`src/rtl/alu_arb_pkg.sv`:
```
// Shared definitions for the two-port ALU arbiter: opcodes, FSM encoding, default latencies.
// The optional build macro ALU_ARB_FIXED_PRIO_EN is consumed by alu_arb_rr2.
package alu_arb_pkg;

  typedef enum logic [2:0] {
    OP_FORWARD = 3'b000,
    OP_ADD     = 3'b001,
    OP_AND     = 3'b010,
    OP_OR      = 3'b011,
    OP_MULT    = 3'b100,
    OP_SL      = 3'b101,
    OP_SRA     = 3'b110,
    OP_ROR     = 3'b111
  } alu_op_e;

  localparam logic [1:0] ST_IDLE = 2'd0;
  localparam logic [1:0] ST_BUSY = 2'd1;
  localparam logic [1:0] ST_RESP = 2'd2;

  localparam int DEF_LAT_SHORT = 1;
  localparam int DEF_LAT_LONG  = 2;

  localparam int CNT_W = 8;
  typedef logic [CNT_W-1:0] cnt_t;

  function automatic logic isShortOp(input logic [2:0] sel);
    return (sel == OP_FORWARD) || (sel == OP_AND) || (sel == OP_OR);
  endfunction

  // A latency of zero would never leave BUSY, so it is promoted to one cycle.
  function automatic cnt_t clampLat(input int lat);
    return (lat < 1) ? cnt_t'(1) : cnt_t'(lat);
  endfunction

endpackage

```
`src/rtl/alu_arb_rr2.sv`:
```
// Two-input grant logic with a last-served register (round-robin on ties).
// Defining ALU_ARB_FIXED_PRIO_EN makes A always win ties and removes the register.
module alu_arb_rr2 (
  input  logic i_clk,
  input  logic i_reset_n,
  input  logic i_a_valid,
  input  logic i_b_valid,
  input  logic i_update,
  output logic o_grant_a,
  output logic o_grant_b
);

`ifdef ALU_ARB_FIXED_PRIO_EN

  logic w_unused;
  assign w_unused  = &{1'b0, i_clk, i_reset_n, i_update};
  assign o_grant_a = i_a_valid;
  assign o_grant_b = i_b_valid & ~i_a_valid;

`else

  // High when B was the most recently served port; reset value lets A win the first tie.
  logic r_last_b;

  assign o_grant_a = i_a_valid & (~i_b_valid | r_last_b);
  assign o_grant_b = i_b_valid & (~i_a_valid | ~r_last_b);

  always_ff @(posedge i_clk) begin
    if (!i_reset_n) begin
      r_last_b <= 1'b1;
    end else if (i_update) begin
      r_last_b <= o_grant_b;
    end
  end

`endif

endmodule

```
`src/rtl/alu_arbiter.sv`:
```
// Arbitrates two requesters onto one shared combinational ALU with opcode-dependent latency.
// Tie-break policy is selected in alu_arb_rr2 via ALU_ARB_FIXED_PRIO_EN.
module alu_arbiter
  import alu_arb_pkg::*;
#(
  parameter int LAT_SHORT = DEF_LAT_SHORT,
  parameter int LAT_LONG  = DEF_LAT_LONG
) (
  input  logic       i_clk,
  input  logic       i_reset_n,
  input  logic       i_a_valid,
  input  logic       i_b_valid,
  output logic       o_a_ready,
  output logic       o_b_ready,
  input  logic [2:0] i_a_select,
  input  logic [2:0] i_b_select,
  input  logic [7:0] i_a_data1,
  input  logic [7:0] i_a_data2,
  input  logic [7:0] i_b_data1,
  input  logic [7:0] i_b_data2,
  output logic [7:0] o_alu_data1,
  output logic [7:0] o_alu_data2,
  output logic [2:0] o_alu_select,
  input  logic [7:0] i_alu_result,
  input  logic       i_alu_zero,
  output logic       o_a_rsp_valid,
  output logic       o_b_rsp_valid,
  output logic [7:0] o_rsp_result,
  output logic       o_rsp_zero
);

  localparam cnt_t LS = clampLat(LAT_SHORT);
  localparam cnt_t LL = clampLat(LAT_LONG);

  logic [1:0] r_state;
  cnt_t       r_cnt;
  logic       r_served_b;
  logic [7:0] r_alu_data1;
  logic [7:0] r_alu_data2;
  logic [2:0] r_alu_select;
  logic [7:0] r_rsp_result;
  logic       r_rsp_zero;

  logic       w_idle;
  logic       w_grant_a;
  logic       w_grant_b;
  logic       w_accept;
  logic [2:0] w_sel;

  alu_arb_rr2 u_rr2 (
    .i_clk     (i_clk),
    .i_reset_n (i_reset_n),
    .i_a_valid (i_a_valid),
    .i_b_valid (i_b_valid),
    .i_update  (w_accept),
    .o_grant_a (w_grant_a),
    .o_grant_b (w_grant_b)
  );

  // Handshake and strobes are forced low during reset even before the reset edge lands.
  assign w_idle        = (r_state == ST_IDLE);
  assign o_a_ready     = i_reset_n & w_idle & i_a_valid & w_grant_a;
  assign o_b_ready     = i_reset_n & w_idle & i_b_valid & w_grant_b;
  assign w_accept      = o_a_ready | o_b_ready;
  assign w_sel         = w_grant_a ? i_a_select : i_b_select;
  assign o_a_rsp_valid = i_reset_n & (r_state == ST_RESP) & ~r_served_b;
  assign o_b_rsp_valid = i_reset_n & (r_state == ST_RESP) & r_served_b;

  assign o_alu_data1  = r_alu_data1;
  assign o_alu_data2  = r_alu_data2;
  assign o_alu_select = r_alu_select;
  assign o_rsp_result = r_rsp_result;
  assign o_rsp_zero   = r_rsp_zero;

  always_ff @(posedge i_clk) begin
    if (!i_reset_n) begin
      r_state      <= ST_IDLE;
      r_cnt        <= '0;
      r_served_b   <= 1'b0;
      r_alu_data1  <= '0;
      r_alu_data2  <= '0;
      r_alu_select <= '0;
      r_rsp_result <= '0;
      r_rsp_zero   <= 1'b0;
    end else begin
      case (r_state)
        ST_IDLE: begin
          if (w_accept) begin
            r_served_b   <= w_grant_b;
            r_alu_data1  <= w_grant_a ? i_a_data1 : i_b_data1;
            r_alu_data2  <= w_grant_a ? i_a_data2 : i_b_data2;
            r_alu_select <= w_sel;
            r_cnt        <= isShortOp(w_sel) ? LS : LL;
            r_state      <= ST_BUSY;
          end
        end
        ST_BUSY: begin
          // The last BUSY cycle captures the ALU output while operands are still stable.
          if (r_cnt <= cnt_t'(1)) begin
            r_rsp_result <= i_alu_result;
            r_rsp_zero   <= i_alu_zero;
            r_cnt        <= '0;
            r_state      <= ST_RESP;
          end else begin
            r_cnt <= r_cnt - cnt_t'(1);
          end
        end
        ST_RESP: r_state <= ST_IDLE;
        default: r_state <= ST_IDLE;
      endcase
    end
  end

endmodule
```
`config.mk`:
```
export PLATFORM = sky130hd
export DESIGN_NAME = alu_arbiter
export DESIGN_NICKNAME = d
export VERILOG_FILES = /design/src/rtl/alu_arb_pkg.sv /design/src/rtl/alu_arb_rr2.sv /design/src/rtl/alu_arbiter.sv
export SDC_FILE = /design/constraint.sdc
export NUM_CORES = 1
export LEC_CHECK = 0
export CAP_MARGIN = 20
export CORE_MARGIN = 2
export CORE_UTILIZATION = 35
export DETAILED_ROUTE_END_ITERATION = 6
export PLACE_DENSITY = 0.68
export SYNTH_ARGS = -nofsm -noshare
export SYNTH_HDL_FRONTEND = slang
export SYNTH_SLANG_ARGS = --single-unit
```
`constraint.sdc`:
```
create_clock -name i_clk -period 2.17 [get_ports i_clk]
set_input_delay 0.434 -clock i_clk [delete_from_list [all_inputs] [get_ports i_clk]]
set_output_delay 0.434 -clock i_clk [all_outputs]
set_load 0.005 [all_outputs]
```
==> impl_metrics.csv <==
group,metric,value,unit
die,die_h,78.34,µm
flow_run,cap_violations,0,
global_routing,grt_use_total,0.1583,
drt,vias,1715,
drt,wl_per_cell,12.63,µm
die,die-area,0.006137,mm²
clock_network,clock_latency,290,ps
die,io_pins,83,
power_and_ir_drop,leakage,1.222,nW
critical_path,r2r_slack,390,ps
power_and_ir_drop,ir_drop,0.3860,mV
synth,ys_ff_latch,40,
critical_path,startpoint_type,"input pin",
global_routing,grt_pass1_vias,1709,
timing,worstMarginPinSlew,373.0,ps
final_layout,layout-drive-gt1-share,0.1349,
place,placed_cell_area,0.002877,mm²
final_layout,areaGrowthSynthToFinish,55.30,%
place,portBuffers,82,
timing,drv_slew,0,
timing,worst_slack,85.73,ps
final_layout,final_common_cell,"clkdlybuf4s50_1",
timing,period_minus_slack,2084,ps
synth,syn_inst,199,
critical_path,reg2reg_from,"r_cnt[0]",
critical_path,crit_fanout,3,
critical_path,path_class,"in -> out",
timing,hold_violations,0,
drt,via_per_inst,4.751,
drt,dr.pass1.iters,4,
critical_path,cp.buffers_inverters,3,
place,gp_congestion,0.8254,
place,dp_hpwl,3.424,mm
global_routing,grt-ovfl-total,0,
synth,yosysSeqAreaShare,0.4140,
synth,synth_warnings,0,
final_layout,antenna_cells,0,
final_layout,fin_area,0.003004,mm²
final_layout,nFillCells,540,
critical_path,slowest_delay,500,ps
place,dp_slack,-66.97,ps
final_layout,final_cell_mix,"80 x clkdlybuf4s50_1, 39 x dfxtp_1, 36 x nor2_1, 28 x mux2i_1",
worst_hold_path,hp-start,"o_alu_select[1]",
timing,fin_crit_sh,0.9605,
global_routing,grt.met2_usage,0.2793,
power_and_ir_drop,powerDensity,1004,mW/mm²
worst_hold_path,hp-class,"reg -> reg",
drt,drc,0,
synth,syn_nets,252,
clock_network,cts_tree,"done",
clock_network,cts.path.max_buffers,2,
synth,synth_edf_count,0,
global_routing,grt_use_met1,0.1839,
global_routing,antenna_found_initial,0,
global_routing,top_usage_layer,"met2",
timing,setup_violations,0,
synth,synth_area,0.001934,mm²
final_layout,finalNetCount,341,
die,die_width,78.34,µm
critical_path,critical_path.most_common_cell,"clkdlybuf4s50_1",
clock_network,cts_sinks,40,
synth,ys_types,41,
outcome,status,"complete, no violations",
critical_path,path_cells,"clkdlybuf4s50_1 > inv_2 > o21ai_4 > nor2_1 > clkdlybuf4s50_1",
critical_path,cpLargestDelayFamily,"buffers and inverters",
critical_path,cp.arrival,1650,ps
critical_path,critical_path_required,1740,ps
timing,relSlewSlack,0.7510,
critical_path,rr_worst_depth,6,
synth,synthArstFlopShare,0,
clock_network,cts_made_buffers,5,
drt,drt_wl_total,4.559,mm
critical_path,cp-end-kind,"primary output",
die,core_area,0.005405,mm²
global_routing,use_met3,0.04023,
clock_network,hold_buffers,0,
timing,max_freq,479.8,MHz
global_routing,grt_max_degree,23,
critical_path,r2r_end,"r_cnt[6]",
die,start_util,0.3579,
clock_network,root_buffer,"clkbuf_8",
synth,avgSynthCellArea,9.720,µm²
global_routing,grt_pass1_wl,7.728,mm
drt,drt_iter0_drc,72,
drt,ant_nets,0,
critical_path,slowest_stage,"clkdlybuf4s50_1",
timing,fin_skew,4.875,ps
clock_network,path_clk_slew,80,ps
worst_hold_path,holdPathEnd,"o_alu_select[1]",
worst_hold_path,whs_path_depth,2,
synth,synthFlopType,"dfxtp_1",
clock_network,cts-htree-levels,2,
die,placementRows,27,
timing,rsz0062_at_grt,"false",
layer usage:
layer | share of wire | vias up
met2 | 0.48 | 50
li1 | - | 894
met1 | 0.46 | 766
met5 | 0 | -
met4 | 0.015 | 0
met3 | 0.052 | 5
Yosys cell counts, drive strengths merged (4+ instances only):
library cell   n  area, µm²
dfxtp         40      800.8
nor2          37      141.4
inv            8      30.03
a31oi          5      46.29
a21oi          5      25.02
a211oi        20      200.2
o21ai          7      46.30
buf           10      68.81
nor3           4      20.02
mux2i         28      280.3
nand2          7      26.28
layout make-up:
| class | count | area, µm² | share of cell area |
|---|---|---|---|
| Clock inverter | 3 | 42.54 | 0.01416 |
| Clock buffer | 5 | 68.82 | 0.02291 |
| Timing Repair Buffer | 94 | 937.1 | 0.3120 |
| Inverter | 8 | 30.03 | 0.009996 |
| Sequential cell | 40 | 802.0 | 0.2670 |
| Tap cell | 72 | 90.09 | 0.02999 |
| Multi-Input combinational cell | 139 | 1033 | 0.3440 |
sequential cells by signal (all words and copies together) (netlist names):
| register | cells |
|---|---|
| r_cnt | 8 |
| o_rsp_zero | 1 |
| r_served_b | 1 |
| o_alu_select | 3 |
| u_rr2.r_last_b | 1 |
| o_alu_data2 | 8 |
| o_rsp_result | 8 |
| o_alu_data1 | 8 |
| r_state | 2 |
stage by stage:
| step | instances | hold slack (ps) | total power [mW] | util | TNS [ps] |
|---|---|---|---|---|---|
| floorplan | 199 | 467.5 | 1.909 | - | 0 |
| global placement | 352 | 478.5 | 2.395 | 0.5322 | -46.00 |
| detailed placement | 352 | 489.9 | 2.422 | 0.5322 | -66.97 |
| CTS | 361 | 501.6 | 3.048 | 0.5551 | 0 |
| global route | 361 | 518.3 | 3.234 | 0.5558 | 0 |
| finish | 361 | 500.2 | 3.016 | 0.5558 | 0 |
what timing repair did:
item	in CTS	in global routing
gates resized for setup	2	2
setup buffers	1	0
hold endpoints to repair	0	0
endpoints found under the setup margin	2	2
pin swaps	1	0
power by group:
group | internal, mW | switching (mW) | total, mW
Sequential | 0.929 | 0.190 | 1.12
Clock | 0.340 | 0.257 | 0.597
Combinational | 0.722 | 0.578 | 1.30
cells by family (layout without fill, tap and decap cells):
group / count (synthesis) / in the layout / synth area share
and+or+nand+nor: 61 / 61 / 0.1611
AOI/OAI and AO/OA: 48 / 48 / 0.2122
DFF: 40 / 40 / 0.4140
muxes: 28 / 28 / 0.1449
buffers and inverters: 20 / 110 / 0.05498
adders and majority gates: 2 / 2 / 0.01293
worst max-delay path by stage:
stage	from	to	slack, ps	depth (start not counted)
finish	i_b_valid	o_a_ready	90	5
global route	r_state[1]	o_b_rsp_valid	20	3
CTS	i_a_valid	o_b_ready	40	5
detailed placement	i_reset_n	o_b_ready	-70	5
global placement	i_reset_n	o_b_ready	-50	5
floorplan	r_cnt[0]	o_rsp_result[0]	600	7
worst min-delay path, cell delays in order (launching register included):
cell and delay (ps):
dfxtp_1 310, nor2_1 90, a211oi_1 50
Power figures use the tool's default switching activity.
